--- src/rtl/mem_port_arbiter.sv ---
// rtl/mem_port_arbiter.sv - single data-memory port arbiter for load and store queues
//
// Grants the shared memory port to either the load queue or the store queue,
// drives the request handshake, tracks one outstanding load and returns its
// result with the load tag.
//
// Ports:
//   clk, rst             clock, asynchronous active-high reset
//   flush                kills speculative load traffic
//   ld_req_*             load request from the LDQ (valid/ready, addr, tag)
//   st_req_*             committed store from the STQ (valid/ready, addr, data, urgent)
//   mem_req_*            request to memory (valid/ready, we, addr, wdata)
//   mem_rsp_*            read data from memory
//   ld_rsp_*             load result pulse (valid, tag, data)
//   busy                 a transaction is held
//   protocol_err         sticky: read data arrived when no load was waiting
module mem_port_arbiter #(
  parameter int ADDR_W     = 32,
  parameter int DATA_W     = 32,
  parameter int TAG_WIDTH  = 6,
  parameter int STARVE_MAX = 4
) (
  input  logic                 clk,
  input  logic                 rst,
  input  logic                 flush,
  input  logic                 ld_req_valid,
  output logic                 ld_req_ready,
  input  logic [ADDR_W-1:0]    ld_addr,
  input  logic [TAG_WIDTH-1:0] ld_tag,
  input  logic                 st_req_valid,
  output logic                 st_req_ready,
  input  logic [ADDR_W-1:0]    st_addr,
  input  logic [DATA_W-1:0]    st_data,
  input  logic                 st_urgent,
  output logic                 mem_req_valid,
  input  logic                 mem_req_ready,
  output logic                 mem_req_we,
  output logic [ADDR_W-1:0]    mem_req_addr,
  output logic [DATA_W-1:0]    mem_req_wdata,
  input  logic                 mem_rsp_valid,
  input  logic [DATA_W-1:0]    mem_rsp_rdata,
  output logic                 ld_rsp_valid,
  output logic [TAG_WIDTH-1:0] ld_rsp_tag,
  output logic [DATA_W-1:0]    ld_rsp_data,
  output logic                 busy,
  output logic                 protocol_err
);

  typedef enum logic [1:0] {IDLE, REQ, WAIT_LD} state_t;

  localparam logic [3:0] STARVE_LIM = 4'(STARVE_MAX);

  state_t               state_q, state_d;
  logic [3:0]           starve_cnt_q, starve_cnt_d;
  logic                 killed_q, killed_d;
  logic                 we_q, we_d;
  logic [ADDR_W-1:0]    addr_q, addr_d;
  logic [DATA_W-1:0]    wdata_q, wdata_d;
  logic [TAG_WIDTH-1:0] tag_q, tag_d;
  logic                 rsp_valid_q, rsp_valid_d;
  logic [TAG_WIDTH-1:0] rsp_tag_q, rsp_tag_d;
  logic [DATA_W-1:0]    rsp_data_q, rsp_data_d;
  logic                 perr_q, perr_d;

  logic load_elig;
  logic st_win;
  logic ld_win;

  always_ff @(posedge clk or posedge rst) begin
    if (rst) begin
      state_q      <= IDLE;
      starve_cnt_q <= '0;
      killed_q     <= 1'b0;
      we_q         <= 1'b0;
      addr_q       <= '0;
      wdata_q      <= '0;
      tag_q        <= '0;
      rsp_valid_q  <= 1'b0;
      rsp_tag_q    <= '0;
      rsp_data_q   <= '0;
      perr_q       <= 1'b0;
    end else begin
      state_q      <= state_d;
      starve_cnt_q <= starve_cnt_d;
      killed_q     <= killed_d;
      we_q         <= we_d;
      addr_q       <= addr_d;
      wdata_q      <= wdata_d;
      tag_q        <= tag_d;
      rsp_valid_q  <= rsp_valid_d;
      rsp_tag_q    <= rsp_tag_d;
      rsp_data_q   <= rsp_data_d;
      perr_q       <= perr_d;
    end
  end

  always_comb begin
    state_d      = state_q;
    starve_cnt_d = starve_cnt_q;
    killed_d     = killed_q;
    we_d         = we_q;
    addr_d       = addr_q;
    wdata_d      = wdata_q;
    tag_d        = tag_q;
    rsp_valid_d  = 1'b0;
    rsp_tag_d    = rsp_tag_q;
    rsp_data_d   = rsp_data_q;
    perr_d       = perr_q | (mem_rsp_valid && (state_q != WAIT_LD));

    // Stores win when urgent, when loads have had their quota, or when no
    // load can go; grants happen only with the port idle.
    load_elig = ld_req_valid && !flush;
    st_win    = (state_q == IDLE) && st_req_valid &&
                (st_urgent || (starve_cnt_q == STARVE_LIM) || !load_elig);
    ld_win    = (state_q == IDLE) && load_elig && !st_win;

    case (state_q)
      IDLE: begin
        if (st_win) begin
          we_d    = 1'b1;
          addr_d  = st_addr;
          wdata_d = st_data;
          state_d = REQ;
        end else if (ld_win) begin
          we_d    = 1'b0;
          addr_d  = ld_addr;
          tag_d   = ld_tag;
          state_d = REQ;
        end
      end
      REQ: begin
        if (mem_req_ready) state_d = we_q ? IDLE : WAIT_LD;
      end
      WAIT_LD: begin
        if (mem_rsp_valid) begin
          state_d     = IDLE;
          // A flush coinciding with the response also suppresses it.
          rsp_valid_d = !killed_q && !flush;
          rsp_tag_d   = tag_q;
          rsp_data_d  = mem_rsp_rdata;
        end
      end
      default: state_d = IDLE;
    endcase

    if (st_win || !st_req_valid) begin
      starve_cnt_d = '0;
    end else if (ld_win && (starve_cnt_q < STARVE_LIM)) begin
      starve_cnt_d = starve_cnt_q + 4'd1;
    end

    // Only a held load can be killed; the mark lives until the port is idle.
    if (state_d == IDLE) begin
      killed_d = 1'b0;
    end else if (flush && (state_q != IDLE) && !we_q) begin
      killed_d = 1'b1;
    end
  end

  // Ready is combinational, so it must be masked while reset holds IDLE.
  assign ld_req_ready  = ld_win && !rst;
  assign st_req_ready  = st_win && !rst;
  assign mem_req_valid = (state_q == REQ);
  assign mem_req_we    = we_q;
  assign mem_req_addr  = addr_q;
  assign mem_req_wdata = wdata_q;
  assign ld_rsp_valid  = rsp_valid_q;
  assign ld_rsp_tag    = rsp_tag_q;
  assign ld_rsp_data   = rsp_data_q;
  assign busy          = (state_q != IDLE);
  assign protocol_err  = perr_q;

endmodule

--- config.mk ---
export PLATFORM = sky130hd
export DESIGN_NAME = mem_port_arbiter
export DESIGN_NICKNAME = d
export VERILOG_FILES = /design/src/rtl/mem_port_arbiter.sv
export SDC_FILE = /design/constraint.sdc
export NUM_CORES = 1
export LEC_CHECK = 0
export CAP_MARGIN = 0
export CORE_MARGIN = 4
export CORE_UTILIZATION = 39
export DETAILED_ROUTE_END_ITERATION = 10
export PLACE_DENSITY_LB_ADDON = 0.12
export SYNTH_ARGS = -nofsm -noshare
export SYNTH_HDL_FRONTEND = slang
export SYNTH_SLANG_ARGS = --single-unit
export TNS_END_PERCENT = 10
--- constraint.sdc ---
create_clock -name clk -period 5.8 [get_ports clk]
set_input_delay 1.16 -clock clk [delete_from_list [all_inputs] [get_ports clk]]
set_output_delay 1.16 -clock clk [all_outputs]
set_load 0.02 [all_outputs]
Word-level counts from Yosys, hierarchy flattened
Cells that the tools add are included.
{"block": "totals", "ff_bits": 118, "inputBits": 142, "wordCells": 67}
{"block": "classes", "addsub": 1, "n_lt_le_gt_ge": 1, "eq_ne": 4, "muxes": 16, "bitwise": 2, "n_reduce_logical": 32}
{"cell": "$mux W32", "count": 2}
{"cell": "$logic_and A1 B1 Y1", "count": 12}
{"cell": "$mux W2", "count": 5}
{"cell": "$mux W4", "count": 2}
{"cell": "$reduce_bool A2 Y1", "count": 4}
{"cell": "$logic_not A1 Y1", "count": 7}
{"cell": "$mux W1", "count": 6}
{"cell": "$pmux W2 S3", "count": 1}
{"cell": "$reduce_and A2 Y1", "count": 3}
{"cell": "$add A4 B1 Y4 const B", "count": 1}
{"cell": "$eq A4 B3 Y1 const B", "count": 1}
{"cell": "$logic_not A2 Y1", "count": 2}
{"cell": "$lt A4 B3 Y1 const B", "count": 1}
{"cell": "$logic_or A1 B1 Y1", "count": 3}
{"cell": "$reduce_and A3 Y1", "count": 1}
{"cell": "$eq A2 B1 Y1 const B", "count": 1}
{"cell": "$eq A2 B2 Y1 const B", "count": 1}
{"cell": "$ne A2 B2 Y1 const B", "count": 1}
{"cell": "$not A1 Y1", "count": 1}
{"cell": "$or A1 B1 Y1", "count": 1}

Longest topological paths before layout
Gate-level depths: netlist (run 1).
{"block": "depth", "depth_word": 12, "depth_mapped": 9, "ltp_nobuf": 6}

Least setup slack after synthesis (run 1)
Ideal clock, no wire load.
{"block": "synth_path", "kind": "input port to output port", "startpoint": "input port rst", "endpoint": "output port st_req_ready", "t_arrival_ps": 4085, "required_ps": 4640, "path_slack_ps": 555, "cell_stages": 2, "cell_sequence": "inv_1 -> and2_1"}
{"block": "synth_via", "elab_chain_cells": 2}
{"item": "start: declaration", "line_no": "24", "rtl": "input logic rst,"}
{"item": "$logic_not A1 Y1", "line_no": "162", "rtl": "assign st_req_ready = st_win && !rst;"}
{"item": "$logic_and A1 B1 Y1", "line_no": "162"}
{"item": "end: declaration", "line_no": "31", "rtl": "output logic st_req_ready,"}
Every way passes these cells.

Final worst setup path (run 1)
{"block": "layout_path", "startpoint": "input port flush", "endpoint": "output port ld_req_ready"}
{"block": "layout_via", "elab_chain_cells": 8, "elab_cells_between_ends": 9, "classes_between": "reduce/logical: 9"}
{"item": "start: declaration", "line_no": "25", "rtl": "input logic flush,"}
{"item": "$logic_not A1 Y1 *", "line_no": "112", "rtl": "load_elig = ld_req_valid && !flush;"}
{"item": "$logic_and A1 B1 Y1 *", "line_no": "112"}
{"item": "$logic_not A1 Y1", "line_no": "114", "rtl": "(st_urgent || (starve_cnt_q == STARVE_LIM) || !load_elig);"}
{"item": "$logic_or A1 B1 Y1", "line_no": "114"}
{"item": "$logic_and A1 B1 Y1", "line_no": "113", "rtl": "st_win = (state_q == IDLE) && st_req_valid &&"}
{"item": "$logic_not A1 Y1", "line_no": "115", "rtl": "ld_win = (state_q == IDLE) && load_elig && !st_win;"}
{"item": "$logic_and A1 B1 Y1 *", "line_no": "115"}
{"item": "$logic_and A1 B1 Y1 *", "line_no": "161", "rtl": "assign ld_req_ready = ld_win && !rst;"}
{"item": "end: declaration", "line_no": "27", "rtl": "output logic ld_req_ready,"}
Every way passes the cells marked *; elsewhere a longest branch is shown, timed or not.

==> results of run 1 <==
==> power groups by stage <==
stage	clock network, mW	registers, mW	logic, mW
final	1.07	1.40	1.95
after global routing	1.13	1.46	2.07
after CTS	1.09	1.41	1.98
after detailed placement	0	1.42	1.97
after global placement	0	1.40	1.95
after floorplan	0	1.85	0.551
==> area by class of cell <==
cell class,instances,area (sq um),share of cell area
flip-flops and latches,118,2953,0.3687
repair buffers,255,2540,0.3172
multi-input cells,204,1698,0.2120
clock buffers,24,491.7,0.06141
well taps,147,183.9,0.02297
clock inverters,8,120.1,0.01500
inverters,5,21.27,0.002656
==> sequential cells by signal, indices dropped and copies added, names as in the netlist <==
name           flops
starve_cnt_q       4
mem_req_we         1
ld_rsp_data       32
ld_rsp_valid       1
mem_req_wdata     32
state_q            2
protocol_err       1
killed_q           1
ld_rsp_tag         6
mem_req_addr      32
tag_q              6
==> cells by family after synthesis <==
group	count (synthesis)
AO/OA/AOI/OAI	39
XOR/XNOR	1
adder cells (fa/ha/maj)	2
buffers and inverters	24
flip-flops	118
multiplexers	109
AND/OR/NAND/NOR	53
==> metal layers <==
| layer | up-vias | GRT usage | part of all wire | wire length [um] |
|---|---|---|---|---|
| met2 | 161 | 0.3176 | 0.49 | 6621 |
| met4 | 0 | 0.06740 | 0.019 | 254 |
| met3 | 19 | 0.08086 | 0.093 | 1259 |
| met5 | - | 0 | 0 | 0 |
| met1 | 1782 | 0.2322 | 0.40 | 5449 |
| li1 | 1717 | - | - | - |
==> cell usage after synthesis <==
master / count / area, sq um
a21o_1: 2 / 15.01
a221oi_1: 1 / 8.760
a31oi_1: 1 / 6.260
and2_1: 1 / 6.260
and3b_1: 1 / 8.760
buf_1: 2 / 7.510
buf_2: 9 / 45.04
buf_4: 2 / 15.01
clkbuf_1: 6 / 22.52
dfrtp_1: 118 / 2953
ha_1: 2 / 25.02
inv_1: 5 / 18.77
mux2_2: 76 / 855.8
mux2i_1: 33 / 330.3
nand2_1: 32 / 120.1
nand2b_1: 3 / 18.77
nand3b_1: 2 / 15.01
nor2_1: 7 / 26.28
nor2_4: 1 / 11.26
nor2b_1: 1 / 6.260
nor3_1: 2 / 10.01
nor3b_1: 1 / 7.510
o21ai_0: 32 / 160.2
o22a_1: 1 / 8.760
o22ai_1: 1 / 6.260
o311a_1: 1 / 10.01
or3_4: 1 / 11.26
or4b_1: 1 / 10.01
xnor2_1: 1 / 8.760
==> worst max-delay path by stage <==
stage	endpoint	slack [ns]	startpoint
finish	ld_req_ready	1.33	flush
global route	ld_req_ready	1.17	flush
CTS	ld_req_ready	1.33	flush
detailed placement	ld_req_ready	1.33	flush
global placement	ld_req_ready	1.35	flush
floorplan	st_req_ready	0.55	rst
==> worst max-delay path, stage by stage <==
cell and delay (ns):
clkdlybuf4s50_1 0.46, nand2b_1 0.22, o311a_4 0.53, nor3_1 0.26, clkdlybuf4s50_1 0.66
==> stage by stage <==
step | hold WS, ns | cells | total power, mW
after floorplan | 0.4091 | 346 | 2.398
after global placement | 0.4169 | 729 | 3.350
after detailed placement | 0.4253 | 729 | 3.393
final | 0.4404 | 761 | 4.425
after CTS | 0.4496 | 761 | 4.482
after global routing | 0.4752 | 761 | 4.662
==> results_dict.tcl, run 1 <==
set metrics [dict create \
    p_comb_frac 0.441 \
    critPathLaunchType "input port" \
    dpl.hpwl_um 10010 \
    path_class "input port to primary output" \
    final-max-slew-violation-count 0 \
    portBuffers 250 \
    hp-class "register to register" \
    pwr-share-clk 0.241 \
    avgRoutedWirePerCell_um 17.85 \
    setup_ws_ns 1.329 \
    grt_pass1_vias 3903 \
    synthSimpleGateAreaFrac 0.05296 \
    syn_area_per_cell_sq_um 13.72 \
    post_route_cells_drive_above_1_share 0.1873 \
    crit_fanout 47 \
    final-setup-viol-count 0 \
    seq_power_share 0.317 \
    wl_um 13590 \
    synth_fp_nets 490 \
    cp-end-kind "primary output" \
    fin_crit_sh 0.7709 \
    n_fill_cell 947 \
    ctsResizeCount 0 \
    p_sw_frac 0.3314 \
    htree_levels 4 \
    drc_errors 0 \
    drv_cap 0 \
    reg2reg_depth 6 \
    synth_top_family_by_area "multiplexers" \
    grt_max_degree 61 \
    grt.overflow.total 0 \
    syn2layout_area_growth_pct 68.64 \
    status "finished, final reports clean" \
    grt_usage 0.1947 \
    die_h_um 118.3 \
    regToRegStartpoint "starve_cnt_q[0]" \
    synth-compound-area-share 0.04532 \
    regToRegEndpoint "mem_req_wdata[23]" \
    cts_made_buffers 17 \
    hold_depth 1 \
    cts_setup_buffers 0 \
    insertedDiodeCount 0 \
    layout_commonest_cell "clkdlybuf4s50_1" \
    drtIter0Drc 142 \
    vdd_drop_max_mv 0.2402 \
    intPower_mw 2.958 \
    drt-vias-per-instance 4.834 \
    p_sw_mw 1.466 \
    grt_first_pass_wirelength_um 21300 \
    placed_cell_area_sq_um 7396 \
    clock-sinks 118 \
    clkTransAtPathRegs_ns 0.05 \
    rsz0062_at_grt "no" \
    final_hold_viol_count 0 \
    root_buffer "clkbuf_16" \
    antenna_found_initial 0 \
    whs_endpoint "ld_rsp_valid" \
    synth-xor-area-share 0.001845 \
    postRouteAntennaNets 0 \
    post-route-min-period_ns 4.471 \
    reg2reg_slack_ns 3.35 \
    yosysUniqueCellTypes 29 \
    start_util 0.3970 \
    place.gp.congestion 0.7830 \
    synth-adder-area-share 0.005270 \
    ios 251 \
    dieArea_sq_um 14000 \
    muxShareOfSynthArea 0.2498 \
    ys_warn_count 0 \
    relSlewSlack 0.4937 \
    power_density_nw_per_um2 552.5 \
    arrival_ns 3.31 \
    final_nets 745 \
    finClkSkew_ns 0.004973 \
    cp_data_required_time_ns 4.64 \
    final_cell_mix "clkdlybuf4s50_1, dfrtp_1, mux2_2" \
    seq_area_frac_synth 0.6219 \
    cts_hold_buf 0 \
    leakage_nw 3.533 \
    hold_path.startpoint "killed_q" \
    worst_pin_slew_ns 0.7595 \
    worstSkewPairLatency_ns 0.40 \
    fin_area_sq_um 8008 \
    fp.dieW_um 118.3 \
    clockBufferDepth 2 \
    cts_tree "done" \
    dpl_worst_slack_ns 1.325 \
    fmax_mhz 223.7 \
    syn_inst 346 \
    fin_util 0.6695 \
    first_pass_iters 4 \
    dr_total_vias 3679 \
    ys_seq_elements 118 \
    setup-tns-final_ns 0 \
    core_area_sq_um 11960 \
    fp-row-count 40 \
    syn_area_sq_um 4748 \
]
(Power assumes the default switching activity.)
==> inputs of run 2 (changes only) <==
--- a/config.mk
+++ b/config.mk
@@ -7,7 +7,7 @@
 export LEC_CHECK = 0
 export CAP_MARGIN = 0
 export CORE_MARGIN = 4
-export CORE_UTILIZATION = 39
+export CORE_UTILIZATION = 36
 export DETAILED_ROUTE_END_ITERATION = 10
 export PLACE_DENSITY_LB_ADDON = 0.12
 export SYNTH_ARGS = -nofsm -noshare
==> constraint.sdc (replaced) <==
create_clock -name clk -period 3.9 [get_ports clk]
set_input_delay 0.78 -clock clk [delete_from_list [all_inputs] [get_ports clk]]
set_output_delay 0.78 -clock clk [all_outputs]
set_load 0.02 [all_outputs]
==> run 2 against run 1 <==
Net effect: largest cell class unchanged; critical path depth fell by 1; register-to-register slack got worse by 1.9 ns; total power rose by 50%; worst hold slack improved by 0.014 ns.
==> results_dict.tcl, run 2 (synthesis gave the netlist of run 1 again) <==
set metrics [dict create \
    status "finished, final reports clean" \
    post-route-min-period_ns 3.571 \
    crit_fanout 4 \
    cp-end-kind "primary output" \
    start_util 0.3717 \
    dpl.hpwl_um 10130 \
    fmax_mhz 280.0 \
    root_buffer "clkbuf_16" \
    worstSkewPairLatency_ns 0.40 \
    leakage_nw 3.541 \
    cp_data_required_time_ns 3.12 \
    whs_endpoint "ld_rsp_valid" \
    drt-vias-per-instance 4.669 \
    htree_levels 4 \
    cp_num_buf_inv 2 \
    avgRoutedWirePerCell_um 17.39 \
    cts_tree "done" \
    fin_area_sq_um 8054 \
    layout_commonest_cell "clkdlybuf4s50_1" \
    dr_total_vias 3665 \
    grt.overflow.total 0 \
    grt_pass1_vias 4022 \
    ios 251 \
    drc_errors 0 \
    antenna_found_initial 1 \
    core_area_sq_um 12770 \
    portBuffers 250 \
    fin_util 0.6305 \
    finClkSkew_ns 0.005216 \
    power_mw 6.615 \
    clock-sinks 118 \
    post_route_cells_drive_above_1_share 0.1876 \
    path_class "input port to primary output" \
    power_density_nw_per_um2 821.4 \
    crit_path_frequent_cell "clkdlybuf4s50_1" \
    arrival_ns 2.79 \
    final_nets 745 \
    placedCellCount 754 \
    final-setup-viol-count 0 \
    fp-row-count 41 \
    setup-tns-final_ns 0 \
    cts_hold_buf 0 \
    setup_ws_ns 0.3288 \
    dieArea_sq_um 15090 \
    final_hold_viol_count 0 \
    cts_setup_buffers 0 \
    drv_cap 0 \
    hp-class "register to register" \
    fin_crit_sh 0.9157 \
    ctsResizeCount 0 \
    clockBufferDepth 2 \
    rsz0062_at_grt "no" \
    reg2reg_depth 7 \
    final-max-slew-violation-count 0 \
    place.gp.congestion 0.7477 \
    placed_cell_area_sq_um 7441 \
    slowest_delay_ns 0.69 \
    grt_first_pass_wirelength_um 21120 \
    critPathLaunchType "input port" \
    regToRegEndpoint "tag_q[1]" \
    fin_hold_ws_ns 0.4543 \
    reg2reg_slack_ns 1.49 \
    cp_slowest_cell "clkdlybuf4s50_1" \
    hold_depth 1 \
    grt_max_degree 100 \
    path_cells "clkdlybuf4s50_1 > or4b_2 > nor3_1 > clkdlybuf4s50_1" \
    postRouteAntennaNets 0 \
    cp_top_family "buffers and inverters" \
    final_cell_mix "clkdlybuf4s50_1, dfrtp_1, mux2_2" \
    dpl_worst_slack_ns 0.2931 \
    die_h_um 122.8 \
    relSlewSlack 0.3318 \
    worst_pin_slew_ns 1.002 \
    cts_made_buffers 17 \
    hold_path.startpoint "killed_q" \
    first_pass_iters 4 \
    final_cells 785 \
    fp.dieW_um 122.8 \
    vdd_drop_max_mv 0.4182 \
    syn2layout_area_growth_pct 69.62 \
    insertedDiodeCount 0 \
    drtIter0Drc 113 \
    regToRegStartpoint "starve_cnt_q[0]" \
    clkTransAtPathRegs_ns 0.05 \
    wl_um 13650 \
    grt_usage 0.1846 \
]
[run 2: cell types whose count changed in the layout (fill, tap and decap cells not counted)]
cell	delta
bufinv_16	+1
buf_4	-1
clkbuf_1	-1
clkbuf_8	-2
inv_4	-1
clkinv_2	+2
buf_12	+1
[run 2: cell type report]
cell class	count	area, sq um
fillers	1024	4720
clock inverters	10	152.6
clock buffers	21	460.4
well taps	172	215.2
flip-flops and latches	118	2953
inverters	5	22.52
repair buffers	255	2552
multi-input cells	204	1698
[run 2: metal layers]
layer / up-vias / routed length [um] / GRT usage
li1: 1714 / - / -
met1: 1742 / 4992 / 0.2051
met2: 181 / 6649 / 0.2996
met3: 26 / 1751 / 0.09816
met4: 2 / 246 / 0.06928
met5: - / 13 / 0
[run 2: how the worst max path moves through the flow]
stage,startpoint,endpoint,cells past startpoint
after floorplan,rst,st_req_ready,2
after global placement,flush,ld_req_ready,4
after global routing,flush,ld_req_ready,4
after detailed placement,flush,ld_req_ready,4
final,flush,ld_req_ready,4
after CTS,flush,ld_req_ready,4
[run 2: where the power goes]
part           switching, mW  internal, mW  total, mW  leakage (nW)
registers              0.302          1.80       2.10          1.44
clock network          0.515          1.09       1.61         0.302
logic                   1.37          1.53       2.90          1.80
==> inputs of run 3 (changes only) <==
==> constraint.sdc (replaced) <==
create_clock -name clk -period 2.9 [get_ports clk]
set_input_delay 0.58 -clock clk [delete_from_list [all_inputs] [get_ports clk]]
set_output_delay 0.58 -clock clk [all_outputs]
set_load 0.02 [all_outputs]
==> run 3 against run 2 <==
Net effect: via count up 0.46%; non-clock buffer count rose by 5; core utilization up 0.38 points; total power rose by 35%; sequential share of layout area fell by 0.22 points; combinational power increased by 35%; wire length decreased by 0.10%; sequential power increased by 34%; setup slack lost 0.23 ns; final cell count grew 0.76%; critical path type unchanged.
==> results_dict.tcl, run 3 (synthesis gave the netlist of run 1 again) <==
set metrics [dict create \
    status "finished, final reports clean" \
    ios 251 \
    fp.dieW_um 122.8 \
    start_util 0.3717 \
    final_cells 791 \
    dr_total_vias 3682 \
    fin_crit_sh 0.9672 \
    power_mw 8.954 \
    post-route-min-period_ns 2.805 \
    grt_max_degree 66 \
    antenna_found_initial 0 \
    fin_area_sq_um 8103 \
    placed_cell_area_sq_um 7466 \
    syn2layout_area_growth_pct 70.65 \
    fp-row-count 41 \
    grt.overflow.total 0 \
    grt_usage 0.1847 \
    dieArea_sq_um 15090 \
    wl_um 13640 \
    placedCellCount 759 \
    place.gp.congestion 0.7700 \
    drc_errors 0 \
    finClkSkew_ns 0.008191 \
    setup-tns-final_ns 0 \
    arrival_ns 2.22 \
    regArea_sq_um 2953 \
    worstSkewPairLatency_ns 0.41 \
    power_density_nw_per_um2 1105 \
    post_route_cells_drive_above_1_share 0.1939 \
    postRouteAntennaNets 0 \
    met2_usage 0.2959 \
    layout_commonest_cell "clkdlybuf4s50_1" \
    use_met3 0.09862 \
    htree_levels 4 \
    clockBufferDepth 2 \
    top_usage_layer "met2" \
    dpl.hpwl_um 10020 \
    grt_pass1_vias 4015 \
    use_met1 0.2038 \
    cp-end-kind "primary output" \
    cts_tree "done" \
    avgRoutedWirePerCell_um 17.24 \
    path_class "input port to primary output" \
    fmax_mhz 356.5 \
    setup_ws_ns 0.09520 \
    final_hold_viol_count 0 \
    first_pass_iters 4 \
    cts_setup_buffers 0 \
    final-max-slew-violation-count 0 \
    root_buffer "clkbuf_16" \
    clock-sinks 118 \
    rsz0062_at_grt "no" \
    hp-class "register to register" \
    grt_first_pass_wirelength_um 20840 \
    portBuffers 250 \
    drt-vias-per-instance 4.655 \
    clkTransAtPathRegs_ns 0.05 \
    drv_cap 0 \
    dpl_worst_slack_ns -0.2043 \
    crit_fanout 2 \
    core_area_sq_um 12770 \
    relSlewSlack 0.4280 \
    critPathLaunchType "input port" \
    multiInputGateArea_sq_um 1698 \
    vdd_drop_max_mv 0.6128 \
    final_nets 750 \
    leakage_nw 3.593 \
    cts_made_buffers 17 \
    n_fill_cell 1000 \
    insertedDiodeCount 0 \
    final_cell_mix "clkdlybuf4s50_1, dfrtp_1, mux2_2" \
    final-setup-viol-count 0 \
    fin_util 0.6343 \
    fin_hold_ws_ns 0.4334 \
    drtIter0Drc 151 \
    cp_data_required_time_ns 2.32 \
    die_h_um 122.8 \
    worst_pin_slew_ns 0.8579 \
]
-- run 3: changes by cell type in the layout (fill, tap and decap cells not counted), sizes merged --
cell,delta
clkbuf,+3
dlymetal6s2s,+1
clkinv,-1
clkinvlp,-1
dlygate4sd1,+1
buf,+5
clkdlybuf4s50,-2
-- run 3: routing by layer --
layer / wire [um] / vias to the layer above / share of wire
met5: 0 / - / 0
met4: 298 / 0 / 0.022
met3: 1640 / 20 / 0.12
met2: 6429 / 173 / 0.47
met1: 5271 / 1763 / 0.39
li1: - / 1726 / -
-- run 3: layout make-up --
type | count | area share
Clock buffer | 24 | 0.06069
Tap cell | 172 | 0.02656
Clock inverter | 8 | 0.01776
Timing Repair Buffer | 260 | 0.3183
Sequential cell | 118 | 0.3644
Multi-Input combinational cell | 204 | 0.2095
Inverter | 5 | 0.002779
-- run 3: what timing repair did --
action                                  in CTS  in global routing
endpoints found under the setup margin       1                  2
resized for setup                            1                  3
hold buffers                                 0                  0
-- run 3: worst max-delay path: stages --
cell and delay (ns):
clkdlybuf4s50_1 0.47, or4b_2 0.61, nor3_1 0.18, dlygate4sd1_1 0.38
-- run 3: path summary, 6_finish.rpt --
check                      cells past startpoint                end            start  slack [ns]
setup / recovery                               4       ld_req_ready     ld_req_valid         0.1
hold / removal                                 1       ld_rsp_valid         killed_q        0.43
setup reg to reg                               7  mem_req_wdata[24]  starve_cnt_q[0]        0.57
hold reg to reg                                1       ld_rsp_valid         killed_q        0.43
max in group asynchronous                      4   mem_req_addr[14]              rst        0.80
min in group asynchronous                      3   mem_req_wdata[1]              rst        0.87
-- run 3: power breakdown --
part | internal (mW) | total [mW] | switching, mW
Clock | 1.53 | 2.23 | 0.705
Sequential | 2.42 | 2.82 | 0.393
Combinational | 2.06 | 3.91 | 1.84
